[src/rtl/result_collector_if.sv]
// Worker-result lanes and frame-buffer write port of the result collector.
// slave = collector side, master = workers / frame buffer side.
interface result_collector_if #(
    parameter int NUM_WORKERS = 16,
    parameter int NUM_X_BITS  = 10,
    parameter int NUM_Y_BITS  = 10,
    parameter int ITER_BITS   = 8,
    parameter int ADDR_BITS   = 19
);
    logic [NUM_WORKERS-1:0]            res_valid;
    logic [NUM_WORKERS*NUM_X_BITS-1:0] res_x;
    logic [NUM_WORKERS*NUM_Y_BITS-1:0] res_y;
    logic [NUM_WORKERS*ITER_BITS-1:0]  res_iter;
    logic [NUM_WORKERS-1:0]            res_ack;
    logic                              fb_valid;
    logic                              fb_ready;
    logic [ADDR_BITS-1:0]              fb_addr;
    logic [ITER_BITS-1:0]              fb_data;

    modport slave (
        input  res_valid, res_x, res_y, res_iter, fb_ready,
        output res_ack, fb_valid, fb_addr, fb_data
    );

    modport master (
        output res_valid, res_x, res_y, res_iter, fb_ready,
        input  res_ack, fb_valid, fb_addr, fb_data
    );
endinterface

[src/rtl/result_collector.sv]
// Round-robin collector of worker results into a FWFT FIFO feeding the frame buffer, with frame pixel counting.
// Optional stall counter output enabled by defining COLLECTOR_STALL_CNT_EN.
module result_collector #(
    parameter int NUM_WORKERS = 16,
    parameter int NUM_X_BITS  = 10,
    parameter int NUM_Y_BITS  = 10,
    parameter int ITER_BITS   = 8,
    parameter int FIFO_DEPTH  = 8,
    parameter int X_MAX       = 640,
    parameter int Y_MAX       = 480,
    parameter int ADDR_BITS   = 19
) (
    input  logic                        wr_clk,
    input  logic                        wr_rst,
    input  logic                        frame_start,
    result_collector_if.slave           bus,
    output logic [$clog2(FIFO_DEPTH):0] fifo_count,
    output logic                        frame_done
`ifdef COLLECTOR_STALL_CNT_EN
    ,
    output logic [15:0]                 stall_cycles
`endif
);
    localparam int PTR_W  = $clog2(FIFO_DEPTH);
    localparam int CNT_W  = PTR_W + 1;
    localparam int LANE_W = (NUM_WORKERS > 1) ? $clog2(NUM_WORKERS) : 1;
    localparam int PIX_W  = ADDR_BITS + 1;
    localparam int ENT_W  = ADDR_BITS + ITER_BITS;

    localparam logic [PIX_W-1:0]  FRAME_PIXELS = PIX_W'(X_MAX * Y_MAX);
    localparam logic [CNT_W-1:0]  FULL_COUNT   = CNT_W'(FIFO_DEPTH);
    localparam logic [LANE_W-1:0] LAST_LANE    = LANE_W'(NUM_WORKERS - 1);

    typedef enum logic [1:0] {
        ST_IDLE,
        ST_RUN,
        ST_DONE
    } state_t;

    state_t            state_q, state_d;
    logic [PTR_W-1:0]  wr_ptr_q, wr_ptr_d;
    logic [PTR_W-1:0]  rd_ptr_q, rd_ptr_d;
    logic [CNT_W-1:0]  count_q, count_d;
    logic [LANE_W-1:0] rr_ptr_q, rr_ptr_d;
    logic [PIX_W-1:0]  pix_cnt_q, pix_cnt_d;
    logic              frame_done_q, frame_done_d;

    logic [ENT_W-1:0]  fifo_mem [FIFO_DEPTH];

    logic [NUM_X_BITS-1:0] lane_x    [NUM_WORKERS];
    logic [NUM_Y_BITS-1:0] lane_y    [NUM_WORKERS];
    logic [ITER_BITS-1:0]  lane_iter [NUM_WORKERS];

    generate
        for (genvar gi = 0; gi < NUM_WORKERS; gi++) begin : g_lane
            assign lane_x[gi]    = bus.res_x[gi*NUM_X_BITS +: NUM_X_BITS];
            assign lane_y[gi]    = bus.res_y[gi*NUM_Y_BITS +: NUM_Y_BITS];
            assign lane_iter[gi] = bus.res_iter[gi*ITER_BITS +: ITER_BITS];
        end
    endgenerate

    // Round-robin search: first valid lane at or after rr_ptr_q, wrapping.
    logic              grant_found;
    logic [LANE_W-1:0] grant_lane;
    always_comb begin
        int                idx;
        logic [LANE_W-1:0] cand;
        grant_found = 1'b0;
        grant_lane  = '0;
        idx         = 0;
        cand        = '0;
        for (int k = 0; k < NUM_WORKERS; k++) begin
            idx  = (int'(rr_ptr_q) + k) % NUM_WORKERS;
            cand = LANE_W'(idx);
            if (!grant_found && bus.res_valid[cand]) begin
                grant_found = 1'b1;
                grant_lane  = cand;
            end
        end
    end

    logic [NUM_X_BITS-1:0] grant_x;
    logic [NUM_Y_BITS-1:0] grant_y;
    logic [ITER_BITS-1:0]  grant_iter;
    logic [ADDR_BITS-1:0]  grant_addr;
    logic                  grant_in_range;

    assign grant_x        = lane_x[grant_lane];
    assign grant_y        = lane_y[grant_lane];
    assign grant_iter     = lane_iter[grant_lane];
    assign grant_addr     = ADDR_BITS'(grant_y) * ADDR_BITS'(X_MAX) + ADDR_BITS'(grant_x);
    assign grant_in_range = (32'(grant_x) < 32'(X_MAX)) && (32'(grant_y) < 32'(Y_MAX));

    // Full blocks a grant even when a pop frees a slot this same cycle.
    logic do_grant, do_push, do_pop, fifo_valid;
    assign fifo_valid = (count_q != '0);
    assign do_grant   = (state_q == ST_RUN) && !frame_start && grant_found && (count_q != FULL_COUNT);
    assign do_push    = do_grant && grant_in_range;
    assign do_pop     = fifo_valid && bus.fb_ready;

    always_comb begin
        bus.res_ack = '0;
        if (do_grant) begin
            bus.res_ack[grant_lane] = 1'b1;
        end
    end

    always_comb begin
        state_d      = state_q;
        wr_ptr_d     = wr_ptr_q;
        rd_ptr_d     = rd_ptr_q;
        count_d      = count_q;
        rr_ptr_d     = rr_ptr_q;
        pix_cnt_d    = pix_cnt_q;
        frame_done_d = 1'b0;
        if (frame_start) begin
            state_d   = ST_RUN;
            wr_ptr_d  = '0;
            rd_ptr_d  = '0;
            count_d   = '0;
            rr_ptr_d  = '0;
            pix_cnt_d = '0;
        end else begin
            if (do_grant) begin
                rr_ptr_d = (grant_lane == LAST_LANE) ? '0 : grant_lane + LANE_W'(1);
            end
            if (do_push) begin
                wr_ptr_d = wr_ptr_q + PTR_W'(1);
            end
            if (do_pop) begin
                rd_ptr_d = rd_ptr_q + PTR_W'(1);
            end
            case ({do_push, do_pop})
                2'b10:   count_d = count_q + CNT_W'(1);
                2'b01:   count_d = count_q - CNT_W'(1);
                default: count_d = count_q;
            endcase
            // Only pops while running count; leftovers drained after DONE are duplicates.
            if (do_pop && (state_q == ST_RUN)) begin
                if (pix_cnt_q + PIX_W'(1) == FRAME_PIXELS) begin
                    pix_cnt_d    = '0;
                    frame_done_d = 1'b1;
                    state_d      = ST_DONE;
                end else begin
                    pix_cnt_d = pix_cnt_q + PIX_W'(1);
                end
            end
        end
    end

    always_ff @(posedge wr_clk) begin
        if (wr_rst) begin
            state_q      <= ST_IDLE;
            wr_ptr_q     <= '0;
            rd_ptr_q     <= '0;
            count_q      <= '0;
            rr_ptr_q     <= '0;
            pix_cnt_q    <= '0;
            frame_done_q <= 1'b0;
        end else begin
            state_q      <= state_d;
            wr_ptr_q     <= wr_ptr_d;
            rd_ptr_q     <= rd_ptr_d;
            count_q      <= count_d;
            rr_ptr_q     <= rr_ptr_d;
            pix_cnt_q    <= pix_cnt_d;
            frame_done_q <= frame_done_d;
        end
    end

    always_ff @(posedge wr_clk) begin
        if (do_push) begin
            fifo_mem[wr_ptr_q] <= {grant_addr, grant_iter};
        end
    end

    // Head is gated so stale storage never shows on the bus while empty.
    logic [ENT_W-1:0] head;
    assign head         = fifo_mem[rd_ptr_q];
    assign bus.fb_valid = fifo_valid;
    assign bus.fb_addr  = fifo_valid ? head[ENT_W-1:ITER_BITS] : '0;
    assign bus.fb_data  = fifo_valid ? head[ITER_BITS-1:0] : '0;
    assign fifo_count   = count_q;
    assign frame_done   = frame_done_q;

`ifdef COLLECTOR_STALL_CNT_EN
    logic [15:0] stall_q, stall_d;
    always_comb begin
        stall_d = stall_q;
        if (frame_start) begin
            stall_d = '0;
        end else if (fifo_valid && !bus.fb_ready && (stall_q != 16'hFFFF)) begin
            stall_d = stall_q + 16'd1;
        end
    end

    always_ff @(posedge wr_clk) begin
        if (wr_rst) begin
            stall_q <= '0;
        end else begin
            stall_q <= stall_d;
        end
    end

    assign stall_cycles = stall_q;
`endif
endmodule

[src/flat_wrapper.sv]
// flat-port wrapper written by rule: the top's interface ports become plain ports
module result_collector_flat 
#(
    parameter int NUM_WORKERS = 16,
    parameter int NUM_X_BITS  = 10,
    parameter int NUM_Y_BITS  = 10,
    parameter int ITER_BITS   = 8,
    parameter int FIFO_DEPTH  = 8,
    parameter int X_MAX       = 640,
    parameter int Y_MAX       = 480,
    parameter int ADDR_BITS   = 19
)
  (wr_clk, wr_rst, frame_start, fifo_count, frame_done, bus_res_valid, bus_res_x, bus_res_y, bus_res_iter, bus_fb_ready, bus_res_ack, bus_fb_valid, bus_fb_addr, bus_fb_data);
  result_collector_if #(.NUM_WORKERS(NUM_WORKERS), .NUM_X_BITS(NUM_X_BITS), .NUM_Y_BITS(NUM_Y_BITS), .ITER_BITS(ITER_BITS), .ADDR_BITS(ADDR_BITS)) bus_i ();
  input  logic wr_clk;
  input  logic wr_rst;
  input  logic frame_start;
  output logic [$clog2(FIFO_DEPTH):0] fifo_count;
  output logic frame_done;
  input wire logic [$bits(bus_i.res_valid)-1:0] bus_res_valid;
  input wire logic [$bits(bus_i.res_x)-1:0] bus_res_x;
  input wire logic [$bits(bus_i.res_y)-1:0] bus_res_y;
  input wire logic [$bits(bus_i.res_iter)-1:0] bus_res_iter;
  input wire logic [$bits(bus_i.fb_ready)-1:0] bus_fb_ready;
  output wire logic [$bits(bus_i.res_ack)-1:0] bus_res_ack;
  output wire logic [$bits(bus_i.fb_valid)-1:0] bus_fb_valid;
  output wire logic [$bits(bus_i.fb_addr)-1:0] bus_fb_addr;
  output wire logic [$bits(bus_i.fb_data)-1:0] bus_fb_data;
  assign bus_i.res_valid = bus_res_valid;
  assign bus_i.res_x = bus_res_x;
  assign bus_i.res_y = bus_res_y;
  assign bus_i.res_iter = bus_res_iter;
  assign bus_i.fb_ready = bus_fb_ready;
  assign bus_res_ack = bus_i.res_ack;
  assign bus_fb_valid = bus_i.fb_valid;
  assign bus_fb_addr = bus_i.fb_addr;
  assign bus_fb_data = bus_i.fb_data;
  result_collector #(.NUM_WORKERS(NUM_WORKERS), .NUM_X_BITS(NUM_X_BITS), .NUM_Y_BITS(NUM_Y_BITS), .ITER_BITS(ITER_BITS), .FIFO_DEPTH(FIFO_DEPTH), .X_MAX(X_MAX), .Y_MAX(Y_MAX), .ADDR_BITS(ADDR_BITS)) u_core (.wr_clk(wr_clk), .wr_rst(wr_rst), .frame_start(frame_start), .bus(bus_i), .fifo_count(fifo_count), .frame_done(frame_done));
endmodule
[config.mk]
export PLATFORM = sky130hd
export DESIGN_NAME = result_collector_flat
export DESIGN_NICKNAME = d
export VERILOG_FILES = /design/src/rtl/result_collector_if.sv /design/src/rtl/result_collector.sv /design/src/flat_wrapper.sv
export SDC_FILE = /design/constraint.sdc
export NUM_CORES = 1
export LEC_CHECK = 0
export BUFFER_PORTS_ARGS = -buffer_cell sky130_fd_sc_hd__buf_2
export CAP_MARGIN = 20
export CORE_UTILIZATION = 45
export DETAILED_ROUTE_END_ITERATION = 8
export GPL_TIMING_DRIVEN = 1
export PLACE_DENSITY = 0.73
export SLEW_MARGIN = 25
export SYNTH_ARGS = -nofsm -noshare
export SYNTH_HDL_FRONTEND = slang
export SYNTH_SLANG_ARGS = --single-unit
[constraint.sdc]
create_clock -name wr_clk -period 8.24 [get_ports wr_clk]
set_input_delay 0.824 -clock wr_clk [delete_from_list [all_inputs] [get_ports wr_clk]]
set_output_delay 0.824 -clock wr_clk [all_outputs]
set_load 0.1 [all_outputs]
### Word-level counts from Yosys, hierarchy flattened

Memory sizes are Yosys's and may differ from the RTL's. A register that Yosys moved wholly into a read port is not among the register bits.
Index checks and enable logic that the tools add are counted.

| operators by class | value |
|---|---|
| $add $sub $neg | 22 |
| multiply operators | 1 |
| divide/modulo/power cells | 0 |
| magnitude comparators | 21 |
| eq/ne operators | 6 |
| shift operators | 0 |
| muxes and demuxes | 89 |
| bitwise logic cells | 2 |
| reductions and logical operators | 47 |

Operators with widths:

| operator | count |
|---|---|
| $lt 4x5->1 const B | 17 |
| $bmux 10 s4 | 2 |
| $mux 4 | 17 |
| $bmux 1 s4 | 16 |
| $mux 10 | 4 |
| $mux 1 | 39 |
| $add 4x4->4 const B | 8 |
| $bmux 8 s4 | 1 |
| $mux 8 | 3 |
| $logic_and 1x1->1 | 23 |
| $add 20x1->20 const B | 1 |
| $eq 20x19->1 const B | 1 |
| $mux 20 | 1 |
| $add 19x10->19 | 1 |
| $mux 19 | 1 |
| $add 4x3->4 const B | 4 |
| $logic_not 1->1 | 16 |
| $mux 16 | 1 |
| $add 4x1->4 const B | 3 |
| $mul 10x3->12 const B | 1 |
| $lt 10x10->1 const B | 1 |
| $lt 10x9->1 const B | 1 |
| $add 4x2->4 const B | 2 |
| $pmux 4 s2 | 1 |
| other kinds (17) | 23 |

| word-level totals | value |
|---|---|
| flip-flop bits (word level) | 37 |
| latch bits | 0 |
| bits in writable memories | 216 |
| memory bits (read-only) | 0 |
| memories | 1 |

Memory list:

| name | depth | bits a word | rd ports | clocked after Yosys merged registers in | wr ports | RTL line | text |
|---|---|---|---|---|---|---|---|
| u_core.fifo_mem | 8 | 27 | 1 | 1 | 1 | result_collector.sv:48 | `logic [ENT_W-1:0] fifo_mem [FIFO_DEPTH];` |

### Depth between registers and ports, before layout

Gate-level depths: netlist of the first run.

| logic depth | value |
|---|---|
| depth after elaboration | 57 |
| mapped depth | 38 |
| gate-level depth less buffers | 28 |

### Least setup slack after synthesis of the first run

OpenSTA, ideal clock, no wires.

| path | value |
|---|---|
| path kind | register to register |
| start point | register u_core.rr_ptr_q[1] |
| end point | memory u_core.fifo_mem[0][0] (netlist name) (enable) |
| arrival | 7.961 ns |
| required time | 7.761 ns |
| path slack | -0.201 ns |
| cell stages (with the launch flop) | 23 |
| cell sequence | dfxtp_1 buf_6 buf_2 inv_1 ha_1 buf_4 buf_2 mux4_2 mux2i_1 mux2i_1 nor4_2 and2_2 nand2_2 nor4_4 a21o_1 buf_6 mux2_1 mux4_2 a32o_1 and4b_1 or3_1 buf_6 nor4_1 |

| on the way | value |
|---|---|
| word-level cells in the longest chain between the ends | 57 |
| elaborated cells on any way between the ends | 124 |

RTL lines:

| item | RTL line | text |
|---|---|---|
| start, declared | result_collector.sv:44 | `logic [LANE_W-1:0] rr_ptr_q, rr_ptr_d;` |
| start signal, assigned | result_collector.sv:165 | `rr_ptr_q <= rr_ptr_d;` |
| parallel branches: the longest is 54 deep, another holds $add 4x1->4 | n/a |  |
| $logic_and 1x1->1 * | result_collector.sv:98 | `assign do_push = do_grant && grant_in_range;` |
| $mux 1 * | result_collector.sv:172 | `if (do_push) begin` |
| $mux 1 (not written as such) * | result_collector.sv:173 | `fifo_mem[wr_ptr_q] <= {grant_addr, grant_iter};` |
| end, declared | result_collector.sv:48 |  |

Mark *: on every way between the ends. The select of a mux whose other input is x is not followed.

### Final worst setup path of the first run

| path | value |
|---|---|
| start point | register u_core.rr_ptr_q[1] |
| end point | memory u_core.fifo_mem[0][26] (netlist name), data pin |

| on the way | value |
|---|---|
| word-level cells in the longest chain between the ends | 54 |
| elaborated cells on any way between the ends | 117 |

RTL lines:

| item | RTL line | text |
|---|---|---|
| parallel branches: the longest is 47 deep, another holds $add 4x1->4 | n/a |  |
| $mux 4 * | result_collector.sv:75 | `if (!grant_found && bus.res_valid[cand]) begin` |
| $not 4->5 (not written as such) * | result_collector.sv:88, result_collector.sv:89 |  |
| $bmux 10 s4 | result_collector.sv:89 | `assign grant_y = lane_y[grant_lane];` |
| $mux 10 (not written as such) (2 in a row) | result_collector.sv:89 |  |
| $mul 10x3->12 | result_collector.sv:91 | `assign grant_addr = ADDR_BITS'(grant_y) * ADDR_BITS'(X_MAX) + ADDR_BITS'(grant_x);` |
| $add 19x10->19 * | result_collector.sv:91 |  |
| via u_core.grant_addr[18] | result_collector.sv:85 | `logic [ADDR_BITS-1:0] grant_addr;` |

Mark *: on every way through the listed nets, which the timed path passes. The select of a mux whose other input is x is not followed.

==> metrics.yaml, run 1 <==
crit_arrival_ns: 8.17
total_power_mw: 5.12
critical_path.top_delay_family: "simple AND/OR/NAND/NOR gates"
cp-start-kind: "register"
p_per_area_nw_per_um2: 230
grt_pass1_vias: 16219
path_clk_slew_ns: 0.06
core_area_sq_um: 39100
final_cell_area_sq_um: 22300
boundaryPins: 517
finClkSkew_ns: 0.0221
place_area_sq_um: 21300
holdCritPathClass: "reg -> reg"
drt_iter0_drc: 1764
worstPathRequired_ns: 8.56
drv_slew: 0
finalSetupViolations: 0
dp_slack_ns: 0.231
clkLatencyLatePin_ns: 0.54
synth_area_leaders: "edfxtp_1 36%, mux4_2 11%, nand2_1 8.8%"
synthCells: 1820
status: "finished clean"
synth.avg_cell_area_sq_um: 9.91
n_fill_cell: 3461
multi_input_area_sq_um: 10100
grt_use_met2_pct: 50.4
avgViaCountPerCell: 6.04
maxSlewHeadroom_pct: 30.5
ant_nets: 0
post_drt_wl_per_cell_um: 24.0
initial_core_util_pct: 46.1
rsz0062_at_grt: "yes"
die_h_um: 202
grt_pass1_wl_mm: 98.9
htree_levels: 1
grt_max_degree: 77
fin_ws_ns: 0.394
critPathMaxFanout: 57
numCtsBuffers: 25
power_leakage_nw: 8.84
path_class: "reg -> reg"
ys_seq_area_share_pct: 40.4
synth_flop_cell: "edfxtp_1"
hold_viol: 0
synth_area_sq_um: 18000
nNetsFinal: 2781
clock.fmax_mhz: 127
grt_overflow: 0
worst_pin_slew_ns: 1.04
post-route-drc-count: 0
clockRootBuffer: "clkbuf_16"
syn_nets: 2323
slowest_stage: "ha_1"
gp_congestion: 1.05
seqCellArea_sq_um: 7290
yosysTopAreaCell: "edfxtp_1"
period_minus_slack_ns: 7.85
cap_violations: 0
core.rowCount: 72
slowest_delay_ns: 0.62
fp.dieW_um: 202
end_kind: "register"
die-area_sq_um: 40900
area.growth.synth_to_final_pct: 23.6
dr.pass1.iters: 6
cts_tree: "done"
grt_use_met3_pct: 6.92
post_cts_buffers: 0
routed_wl_mm: 67.9
numPortBuffers: 516
peakVddDrop_v: 0.000239
layout-drive-gt1-share_pct: 33.7
dp_hpwl_mm: 51.6
crit_buf_inv: 4
busiest_layer: "met2"
gr-usage-met1_pct: 42.7
ys_seq_elements: 256
cp_common_cell: "a21oi_1"
synth_warnings: 0
cts_max_path_buffers: 3
synth_edf_count: 216
period_share_pct: 95.2
num_vias: 17057
antenna_found_initial: 13
yosysTopAreaCellShare_pct: 36.0
async_flop_share_pct: 0
cts_num_sinks: 256
synthDistinctLibCells: 86
grtUsageTotal_pct: 31.9
power breakdown:
part	internal [mW]	total, mW	switching [mW]
Clock	0.745	1.22	0.478
Combinational	0.693	2.08	1.39
Sequential	1.81	1.82	0.00650
Total	3.25	5.12	1.87
flip-flops by register name, indices dropped and copies added (netlist names), named ones only:
register           flops
u_core.fifo_count      4
u_core.wr_ptr_q        3
u_core.fifo_mem      216
u_core.rr_ptr_q        4
u_core.rd_ptr_q        3
u_core.pix_cnt_q      20
u_core.frame_done      1
u_core.state_q         2
stage by stage:
stage	TNS (ns)	std cells	util [%]	hold slack [ns]
6_report	0	2826	57.0	0.479
2_1_floorplan	0	1820	-	0.454
4_1_cts	0	2815	56.9	0.481
3_3_place_gp	0	2769	54.6	0.468
3_5_place_dp	0	2769	54.6	0.472
5_1_grt	-0.580	2825	57.0	0.510
cell usage after synthesis (40+ instances only):
| cell | number |
|---|---|
| and3_1 | 92 |
| a311oi_1 | 60 |
| edfxtp_1 | 216 |
| inv_1 | 45 |
| clkbuf_1 | 72 |
| nand2_1 | 424 |
| a21oi_1 | 92 |
| dfxtp_1 | 40 |
| mux4_2 | 87 |
| mux2i_1 | 87 |
| nor2_1 | 95 |
| a211oi_1 | 45 |
| a31oi_1 | 47 |
cells by family after synthesis:
kind of cell	after synthesis	synth area share (%)
AOI/OAI and AO/OA	343	12.8
xor gates and xnor gates	41	2.12
adders and majority gates	35	2.55
buffers and inverters	189	4.55
DFF	256	40.4
muxes	220	18.8
and+or+nand+nor	736	18.8
cell usage in the layout (no fill, tap or decap), types with 22 or more instances in the layout:
master / Yosys / routed
mux2i_1: 87 / 85
clkbuf_16: 0 / 26
nand3_1: 22 / 22
a311oi_1: 60 / 60
and3_1: 92 / 92
dfxtp_1: 40 / 38
nor2_1: 95 / 93
o21ai_0: 36 / 36
ha_1: 32 / 32
mux2_2: 23 / 23
nand2_1: 424 / 424
edfxtp_1: 216 / 216
a211oi_1: 45 / 45
buf_2: 34 / 508
buf_4: 5 / 50
a31oi_1: 47 / 47
mux4_2: 87 / 87
inv_1: 45 / 45
a21oi_1: 92 / 92
layer usage:
metal | vias to the layer above | share of wire, %
li1 | 7727 | -
met1 | 8351 | 40
met2 | 846 | 47
met3 | 129 | 9.3
met4 | 4 | 3.9
met5 | - | 0.029
worst paths after layout:
path              cells after the start                      to  slack [ns]                from
hold / removal                        2                register        0.48  u_core.rd_ptr_q[1]
setup / recovery                     28  u_core.fifo_mem[0][26]        0.39  u_core.rr_ptr_q[1]
setup reg to reg                     28  u_core.fifo_mem[0][26]        0.39  u_core.rr_ptr_q[1]
hold reg to reg                       2                register        0.48  u_core.rd_ptr_q[1]
layout make-up:
type,instances,area share [%]
tap,518,2.91
sequential,256,32.7
clock inverter,16,0.976
clock buffer,30,3.03
antenna,11,0.123
multi-input combinational,1375,45.2
timing repair buffer,571,14.2
inverter,49,0.870
repair_timing:
action	CTS	global route
endpoints found under the hold margin	0	0
endpoints found under the setup margin	0	32
gates resized for setup	0	8
hold buffers	0	0
worst min-delay path: cells and delay by family (launching register included):
kind	cells	cell delay (ns)
simple gates	1	0.05
flops	1	0.31
compound gates	1	0.07
Power figures use the tool's default switching activity.
==> run 2: changes to the inputs <==
- CTS_BUF_LIST: unset -> sky130_fd_sc_hd__clkbuf_8
- CTS_CLUSTER_SIZE: unset -> 16
==> metrics.yaml, run 2 (synthesis results as in run 1) <==
area.growth.synth_to_final_pct: 23.1
finClkSkew_ns: 0.0177
numCtsBuffers: 39
gp_congestion: 1.05
post_drt_wl_per_cell_um: 23.8
clkLatencyLatePin_ns: 0.54
finalSetupViolations: 0
grt_max_degree: 77
initial_core_util_pct: 46.1
stdcell_count: 2846
end_kind: "register"
nNetsFinal: 2795
total_power_mw: 4.97
cts_tree: "done"
clockRootBuffer: "clkbuf_8"
cap_violations: 0
numPortBuffers: 516
die_h_um: 202
routed_wl_mm: 67.8
cp-start-kind: "register"
place_area_sq_um: 21300
grt_pass1_wl_mm: 98.7
reg.largest.list: "u_core.fifo_mem (216), u_core.pix_cnt_q (20)"
tns_ns: 0
hold_viol: 0
r2r_start: "u_core.rr_ptr_q[1]"
mostFrequentLayoutCells: "508 x buf_2, 424 x nand2_1, 216 x edfxtp_1"
path_class: "reg -> reg"
drt_iter0_drc: 1708
drv_slew: 0
period_minus_slack_ns: 7.97
clock.fmax_mhz: 125
grt_pass1_vias: 16289
rsz0062_at_grt: "yes"
period_share_pct: 96.7
fp.dieW_um: 202
dr.pass1.iters: 7
startpoint: "u_core.rr_ptr_q[1]"
boundaryPins: 517
p_per_area_nw_per_um2: 224
final_cell_area_sq_um: 22200
largest_reg_flops: 216
core_area_sq_um: 39100
dp.cells: 2769
cts_num_sinks: 256
min-delay-start: "u_core.rd_ptr_q[1]"
post-route-drc-count: 0
worst_pin_slew_ns: 1.04
ant_nets: 0
grtUsageTotal_pct: 31.9
core.rowCount: 72
avgViaCountPerCell: 6.02
path_clk_slew_ns: 0.06
critPathMaxFanout: 57
antenna_found_initial: 16
top_register: "u_core.fifo_mem"
dp_hpwl_mm: 51.6
cts_max_path_buffers: 3
die-area_sq_um: 40900
power_leakage_nw: 8.83
peakVddDrop_v: 0.000194
crit_arrival_ns: 8.19
worstPathRequired_ns: 8.46
mostFrequentLayoutCell: "buf_2"
holdCritPathClass: "reg -> reg"
layout-drive-gt1-share_pct: 33.9
grt_overflow: 0
postCtsHoldBufs: 0
status: "finished clean"
maxSlewHeadroom_pct: 30.4
num_vias: 17134
htree_levels: 2
==> run 2: final timing paths <==
kind	to	slack, ns	depth (start not counted)
min	register	0.48	2
max reg2reg	u_core.fifo_mem[3][24]	0.27	26
max	u_core.fifo_mem[3][24]	0.27	26
min reg2reg	register	0.48	2
==> run 2: through the flow <==
step	setup WS, ns	hold WS [ns]	utilization (%)
after floorplan	0.508	0.454	-
after global placement	0.351	0.468	54.6
after detailed placement	0.231	0.472	54.6
after CTS	0.191	0.482	56.6
after global routing	-0.0567	0.511	56.8
final	0.269	0.482	56.8
==> run 2: area by class of cell <==
class,instances,area [sq um]
Timing Repair Buffer,571,3160
Clock buffer,39,537
Fill cell,3474,16900
Antenna cell,13,32.5
Multi-Input combinational cell,1375,10100
Inverter,49,194
Sequential cell,256,7290
Tap cell,518,648
Clock inverter,25,253
==> run 2: what timing repair did <==
item | 4_1_cts | 5_1_grt
resized for setup | 0 | 8
setup endpoints to repair | 0 | 32
setup buffers | 0 | 0
==> run 2: report_power, final <==
group          leakage [nW]  switching [mW]  internal (mW)  total [mW]
Clock                 0.430           0.476          0.601        1.08
Sequential             2.27         0.00640           1.81        1.82
Combinational          6.14            1.38          0.690        2.07
==> run 2: layer usage <==
| layer | GRT usage, % | wire length, um | vias up |
|---|---|---|---|
| met2 | 50.2 | 31400 | 886 |
| met1 | 42.7 | 27300 | 8352 |
| met4 | 13.4 | 2720 | 8 |
| met5 | 0 | 42 | - |
| met3 | 6.71 | 6250 | 137 |
| li1 | - | - | 7751 |
==> run 2: worst max-delay path, cell delays in order (launching register included) <==
cell,delay [ns]
dfxtp_1,0.35
inv_1,0.06
buf_4,0.16
ha_1,0.61
mux4_2,0.58
mux2_2,0.30
mux2i_2,0.38
and4b_1,0.33
nand2_2,0.11
nor4_4,0.43
a21o_4,0.30
buf_12,0.31
nand2_1,0.08
and3_1,0.18
a31oi_1,0.35
a21oi_1,0.13
mux2i_1,0.36
xor2_1,0.32
ha_1,0.29
a21o_1,0.18
a21oi_1,0.21
o21bai_1,0.09
a21oi_1,0.23
xnor2_1,0.22
inv_1,0.08
nor3_1,0.31
xor2_1,0.68
==> run 3: changes to the inputs <==
- ABC_CLOCK_PERIOD_IN_PS: unset -> 8240
- CORE_UTILIZATION: 45 -> 40
- PLACE_DENSITY: 0.73 -> 0.67
- SETUP_SLACK_MARGIN: unset -> 0.5
==> metrics.yaml, run 3 (synthesis results as in run 1) <==
status: "finished clean"
mostFrequentLayoutCells: "508 x buf_2, 424 x nand2_1, 216 x edfxtp_1"
switching_share_pct: 37.5
clock.fmax_mhz: 135
cts_max_path_buffers: 3
postCtsHoldBufs: 0
dr.pass1.iters: 5
initial_core_util_pct: 40.7
power_leakage_nw: 8.96
cts_tree: "done"
ant_nets: 0
clkLatencyLatePin_ns: 0.54
power_frac_comb_pct: 42.2
finalSetupViolations: 0
cp_common_cell: "ha_1"
whs_ns: 0.488
pwr-share-seq_pct: 36.5
cts_num_sinks: 256
finClkSkew_ns: 0.0220
die_h_um: 214
area.growth.synth_to_final_pct: 24.6
worst_pin_slew_ns: 1.02
grt_overflow: 0
layout-drive-gt1-share_pct: 34.8
utilization_pct: 50.7
r2r_cells: 24
top_register: "u_core.fifo_mem"
critPathMaxFanout: 13
n_fill_cell: 4103
mostFrequentLayoutCell: "buf_2"
intPower_mw: 3.12
crit_chain: "inv_1 > ha_1 > mux4_2 > mux2_2 > mux2i_2 > and4b_1 > nor2_1 > a211o_1 > a31o_1 > o21ai_4 > buf_4 > or2_1 > buf_4 > a311oi_1 > or4_1 > and4b_1 > or3_1 > ha_1 > ha_1 > a21o_1 > a21oi_1 > xnor2_1 > or3_1 > a21oi_1"
min_path_cells: 2
core.rowCount: 77
num_vias: 17111
grt_pass1_wl_mm: 98.6
dp_hpwl_mm: 50.2
min-delay-start: "u_core.rd_ptr_q[1]"
path_class: "reg -> reg"
drt_iter0_drc: 1622
total_power_mw: 4.99
antenna_found_initial: 16
post_drt_wl_per_cell_um: 22.6
crit_arrival_ns: 7.87
slowest_stage: "or4_1"
reg.largest.list: "u_core.fifo_mem (216), u_core.pix_cnt_q (20)"
period_share_pct: 90.1
drv_slew: 0
largest_reg_flops: 216
avgViaCountPerCell: 5.81
fin_ws_ns: 0.819
holdCritPathClass: "reg -> reg"
worstPathRequired_ns: 8.69
grtUsageTotal_pct: 27.9
p_per_area_nw_per_um2: 222
cp-start-kind: "register"
boundaryPins: 517
peakVddDrop_v: 0.000198
switchingPower_mw: 1.87
die-area_sq_um: 45900
post-route-drc-count: 0
maxSlewHeadroom_pct: 31.4
rr_endpoint: "u_core.fifo_count[3]"
dp_slack_ns: 0.586
r2r_slack_ns: 0.82
period_minus_slack_ns: 7.42
numPortBuffers: 516
grt_max_degree: 93
clockRootBuffer: "clkbuf_8"
r2r_start: "u_core.rr_ptr_q[2]"
htree_levels: 2
slowest_delay_ns: 0.59
fp.dieW_um: 214
rsz0062_at_grt: "no"
nNetsFinal: 2810
hold_viol: 0
tns_ns: 0
end_kind: "register"
path_clk_slew_ns: 0.06
core_area_sq_um: 44300
routed_wl_mm: 66.6
numCtsBuffers: 41
clkPwrFrac_pct: 21.3
gp_congestion: 0.961
cap_violations: 0
grt_pass1_vias: 16377
==> run 3: cell types whose count changed in the layout (fill, tap and decap cells not counted), moves of 3 or more <==
cell / delta
mux2i_1: -3
clkbuf_8: +4
mux2i_2: +4
clkinv_2: +3
inv_1: +4
buf_4: +11
clkinv_1: +4
==> run 3: cell type report <==
cell class	count	area (sq um)	area share, %
multi-input cells	1376	10100	45.2
flip-flops and latches	256	7300	32.5
repair buffers	582	3230	14.4
well taps	592	741	3.30
clock buffers	43	592	2.63
clock inverters	32	221	0.985
inverters	49	199	0.885
diodes	14	35.0	0.156
repair inverters	1	8.76	0.0390
==> run 3: how the worst max path moves through the flow <==
stage,from,end,slack (ns),cells after the start
global placement,u_core.rr_ptr_q[1],u_core.fifo_mem[0][26],0.74,28
floorplan,u_core.rr_ptr_q[1],u_core.fifo_mem[3][0],0.51,22
finish,u_core.rr_ptr_q[2],u_core.fifo_count[3],0.82,24
detailed placement,u_core.rr_ptr_q[1],u_core.fifo_mem[0][26],0.59,28
CTS,u_core.rr_ptr_q[1],u_core.fifo_mem[7][26],0.56,28
global route,u_core.rr_ptr_q[1],u_core.fifo_mem[6][26],0.49,31
==> run 3: power by group through the flow <==
stage                     clock [mW]  combinational, mW  sequential [mW]
after floorplan                    0               1.31             1.84
after global placement             0               1.94             1.84
after detailed placement           0               2.00             1.85
after CTS                       1.09               2.01             1.82
after global routing            1.15               2.28             1.82
final                           1.06               2.11             1.82
==> run 3: repair_timing <==
| action | in CTS | in global routing |
|---|---|---|
| resized for setup | 0 | 23 |
| endpoints found under the setup margin | 0 | 60 |
| setup buffers | 0 | 2 |
| endpoints found under the hold margin | 0 | 0 |
==> run 3: worst max-delay path: cells and delay by family, from the launching register on <==
kind            cells  cell delay (ns)
compound gates      7             1.59
simple gates        7             2.29
fa+ha+maj           3             0.99
buf+inv             3             0.76
xor+xnor            1             0.10
mux                 3             1.21
flops               1             0.41
==> run 3: per-layer routing <==
layer / track usage, % / part of all wire [%] / wire (um) / vias to the layer above
met3: 4.44 / 8.3 / 5510 / 113
met1: 37.8 / 41 / 27500 / 8363
met4: 10.5 / 3.1 / 2090 / 0
met2: 45.0 / 47 / 31500 / 846
met5: 0 / 0 / 0 / -
li1: - / - / - / 7789
==> run 3: metrics by stage <==
stage          cells  area [sq um]
3_3_place_gp    2852         21500
3_5_place_dp    2852         21500
4_1_cts         2927         22300
5_1_grt         2945         22500
6_report        2945         22500
2_1_floorplan   1820         18000
